### src/rtl/text_cmd_arbiter.sv
// text_cmd_arbiter: round-robin A/B arbiter issuing one setup/strobe/hold/ack cycle on the text command port per grant
module text_cmd_arbiter #(
  parameter bit BLANK_ONLY = 1'b0
) (
  input  logic       i_clk,
  input  logic       i_rst,
  input  logic       i_blank,
  input  logic       i_req_a,
  input  logic       i_req_b,
  input  logic       i_we_a,
  input  logic       i_we_b,
  input  logic [6:0] i_addr_a,
  input  logic [6:0] i_addr_b,
  input  logic [7:0] i_wdata_a,
  input  logic [7:0] i_wdata_b,
  output logic       o_ack_a,
  output logic       o_ack_b,
  output logic [7:0] o_rdata,
  output logic       o_busy,
  output logic       o_cmd_clk,
  output logic       o_cmd_we,
  output logic [6:0] o_cmd_addr,
  output logic [7:0] o_cmd_data,
  input  logic [7:0] i_cmd_rdata
);
  typedef enum logic [2:0] {IDLE, SETUP, STROBE, HOLD, ACK} state_t;
  state_t state;
  logic gnt_b, last_b, start, pick_b;
  always_comb begin
    start = (i_req_a | i_req_b) & (!BLANK_ONLY | i_blank);
    pick_b = i_req_b & (!i_req_a | !last_b);
  end
  always_ff @(posedge i_clk) begin
    if (i_rst) begin
      state <= IDLE;
      gnt_b <= 1'b0;
      last_b <= 1'b1;
      o_ack_a <= 1'b0;
      o_ack_b <= 1'b0;
      o_rdata <= 8'h00;
      o_busy <= 1'b0;
      o_cmd_clk <= 1'b0;
      o_cmd_we <= 1'b0;
      o_cmd_addr <= 7'h00;
      o_cmd_data <= 8'h00;
    end else begin
      case (state)
        IDLE: if (start) begin
          state <= SETUP;
          o_busy <= 1'b1;
          gnt_b <= pick_b;
          last_b <= pick_b;
          o_cmd_we <= pick_b ? i_we_b : i_we_a;
          o_cmd_addr <= pick_b ? i_addr_b : i_addr_a;
          o_cmd_data <= pick_b ? i_wdata_b : i_wdata_a;
        end
        SETUP: begin
          state <= STROBE;
          o_cmd_clk <= 1'b1;
        end
        STROBE: begin
          state <= HOLD;
          o_cmd_clk <= 1'b0;
        end
        HOLD: begin
          state <= ACK;
          o_rdata <= i_cmd_rdata;
          o_ack_a <= !gnt_b;
          o_ack_b <= gnt_b;
        end
        ACK: begin
          state <= IDLE;
          o_ack_a <= 1'b0;
          o_ack_b <= 1'b0;
          o_busy <= 1'b0;
          o_cmd_we <= 1'b0;
        end
        default: state <= IDLE;
      endcase
    end
  end
endmodule

### config.mk
export PLATFORM = sky130hd
export DESIGN_NAME = text_cmd_arbiter
export DESIGN_NICKNAME = d
export VERILOG_FILES = /design/src/rtl/text_cmd_arbiter.sv
export SDC_FILE = /design/constraint.sdc
export NUM_CORES = 1
export LEC_CHECK = 0
export ABC_AREA = 1
export CORE_MARGIN = 4
export CORE_UTILIZATION = 42
export DETAILED_ROUTE_END_ITERATION = 8
export PLACE_DENSITY = 0.91
export SETUP_SLACK_MARGIN = 0.1
export SLEW_MARGIN = 20
export SYNTH_ARGS = -nofsm -noshare
export SYNTH_HDL_FRONTEND = slang
export SYNTH_SLANG_ARGS = --single-unit
### constraint.sdc
create_clock -name i_clk -period 2.97 [get_ports i_clk]
set_input_delay 0.594 -clock i_clk [delete_from_list [all_inputs] [get_ports i_clk]]
set_output_delay 0.594 -clock i_clk [all_outputs]
set_load 0.03 [all_outputs]
==> results.md <==
* Setup repair after global routing missed its margin: false
* Net count, final at 364
* IO Port Bufs at 71
* Post-CTS Resized at 0
* Via count at 1554
* Horizontal die dimension at 68.9 µm
* Final Hold Viols at 0
* Depth of the critical timing path with buffers and inverters included at 1
* Type of the setup path with the least slack: flip-flop to output pin
* Actual slew at the worst max-slew pin at 0.764 ns
* Reported max-cap violation count at 0
* M2 GR Usage at 0.301
* P_leak at 1.14 nW
* Post-synth cell types at 15
* Sequential share of the synthesized area at 0.424
* Ports at 73
* Total of endpoints with negative setup slack in the final report at 0
* Number of global-route vias before repair at 1382
* First-pass GRT wire length at 5530 µm
* Largest net degree at the start of global routing at 27
* Signed area change from the synthesized netlist to the final layout at 53.0%
* Fraction of final layout cells sized beyond drive strength 1 at 0.0406
* Post-route DRC violation count at 0
* Delay contributed by the slowest stage of the critical path at 0.69 ns
* Via density at 4.25
* Cell types with the largest area share after synthesis: dfxtp_1 (42%), nand2_1 (18%), nor2_1 (17%), inv_1 (8.9%), o21ai_0 (2.9%)
* Clock transition at the registers of the reported paths at 0.07 ns
* Register-to-Register Path Depth at 6
* Startpoint of the worst register-to-register path: state[2]
* CP startpoint kind: flip-flop
* Post-DP HPWL at 2620 µm
* Max rail drop VDD at 0.000269 V
* Max-slew violation total from the final report at 0
* Netlist Area Pre-Place at 1560 µm²
* Vert. Die Dim at 68.9 µm
* Clock buffer depth at 2
* Total power density per cell area at 552 nW/µm²
* Top cell type's share of synthesized area at 0.424
* Final setup margin at 1.08 ns
* Worst Clk Skew at 0.00529 ns
* Cts bufs inserted at 5
* Number of flip-flops and latches in the synthesized netlist at 33
* Post-route worst hold slack at 0.463 ns
* Clock tree from TritonCTS: done
* Most frequent cells after synthesis: nand2_1 (76), nor2_1 (69), inv_1 (37)
* Diode count at 0
* Status: completed
* Antenna-violating nets left at 0
* Core occupancy in the finished layout at 0.688
* GR met3 Demand/Resource at 0.0648
* Gate count of the mapped netlist at 249
* Required time of the critical path at 2.38 ns
* Largest delay contributor family on the critical path: buffers and inverters
* Clock Latency Late Sink at 0.28 ns
* Routability congestion estimate from global placement at 0.720
* Worst setup path endpoint: o_cmd_data[6]
* Number of warnings issued by yosys at 0
* CTS H-tree depth at 2
* Data arrival time of the critical path at 1.30 ns
* Total Negative Setup Slacks at 0 ns
* Headroom to the max-slew limit at 0.490
* Worst slack, placed at 0.814 ns
* CP max FO at 2
* Maximum clock rate at 529 MHz
* Synth Flop Type: dfxtp_1
* Total routing resource utilization after global routing at 0.157
* Total power at 0.00132 W
* TritonCTS sink count at 33
* Antenna violations before repair at 0
* Post-layout min period at 1.89 ns
* Number of flops mapped to enable cells by yosys at 0
* R2r setup slk at 1.35 ns
* DRC marker count from the first detailed-route iteration at 80
* Count of buffers added by post-CTS timing repair for setup at 0
* Clock Root Buffer: clkbuf_8
* Worst min-delay path class: flip-flop to flip-flop
* Ordered list of cells on the worst path: clkdlybuf4s50_1
* GRT Max-Usage Layer: met2
* Area leader, netlist: dfxtp_1
* Total detailed-routing wirelength at 3590 µm
* Async set or reset register ratio after synthesis at 0
* Per-cell routed wire length at 9.80 µm
* First-pass iteration count of the detailed router at 4
* Origin of the worst setup path: o_cmd_data[6]
* Crit path buf inv count at 1
* GR Util met1 at 0.139
* Endpoint of the worst-slack reg-to-reg timing path: o_ack_a
* Period Utilization, post-route at 0.636
* Number of buffers inserted for hold repair after clock tree synthesis at 0
* Area enclosed by the die boundary at 4750 µm²
* Overflow after GRT at 0
* Critical-path top delay cell: clkdlybuf4s50_1
* Post-Syn Nets at 294
* Initial core utilization at 0.449
* Number of standard-cell rows in the floorplan at 21
* Kind of capture point of the worst setup path: output pin
* Placeable core region at 3470 µm²
* Library cell with the highest instance count after synthesis: nand2_1
* Syn_area_per_cell at 6.26 µm²
==> cells by family (layout without fill, tap and decap cells) <==
logic type | count (synthesis) | count (layout) | synth area share
flip-flops | 33 | 33 | 0.424
buffers and inverters | 47 | 118 | 0.134
AND/OR/NAND/NOR | 154 | 154 | 0.394
AO/OA/AOI/OAI | 15 | 15 | 0.0482
==> metrics by stage <==
| step | instances | instance area [µm²] |
|---|---|---|
| 3_3_place_gp | 358 | 2270 |
| 4_1_cts | 366 | 2380 |
| 6_report | 366 | 2380 |
| 3_5_place_dp | 358 | 2270 |
| 2_1_floorplan | 249 | 1560 |
| 5_1_grt | 366 | 2380 |
==> worst min-delay path by stage <==
stage	from	to	slack, ns	depth (start not counted)
3_5_place_dp	o_cmd_clk	o_cmd_clk	0.45	2
5_1_grt	o_cmd_clk	o_cmd_clk	0.49	2
6_report	o_cmd_clk	o_cmd_clk	0.46	2
3_3_place_gp	o_busy	o_busy	0.45	2
4_1_cts	o_cmd_clk	o_cmd_clk	0.47	2
2_1_floorplan	last_b	last_b	0.44	2
==> routing by layer <==
layer	wire, µm	up-vias
met5	0	-
met4	77	0
met3	424	9
met2	1740	55
met1	1350	628
li1	-	862
==> sequential cells by signal, indices dropped and copies added, names as in the netlist <==
signal	flops
gnt_b	1
o_cmd_clk	1
o_busy	1
state	3
o_rdata	8
o_ack_a	1
last_b	1
o_cmd_we	1
o_cmd_data	8
o_cmd_addr	7
o_ack_b	1
==> power by group <==
| part | switching [W] | total [W] | internal (W) |
|---|---|---|---|
| registers | 0.0000229 | 0.000510 | 0.000487 |
| logic | 0.000209 | 0.000377 | 0.000168 |
| clock network | 0.000156 | 0.000430 | 0.000273 |
==> cell type report <==
cell class	instances	area, µm²
tap	46	57.6
sequential	33	661
multi-input combinational	169	689
fill	311	1080
clock inverter	1	30.0
inverter	38	143
clock buffer	7	86.3
timing repair buffer	72	718
==> layout by cell type, fill, tap and decap left out <==
cell type and n:
a21oi_1 6, buf_4 1, bufinv_16 1, clkbuf_1 1, clkbuf_8 6, clkdlybuf4s50_1 71
clkinv_1 1, dfxtp_1 33, inv_1 37, nand2_1 76, nand2_2 1, nand2_4 1
nand3_1 4, nand3_2 1, nor2_1 69, nor2_4 2, o21ai_0 9
Note: power is estimated with default switching activity, not from simulation.
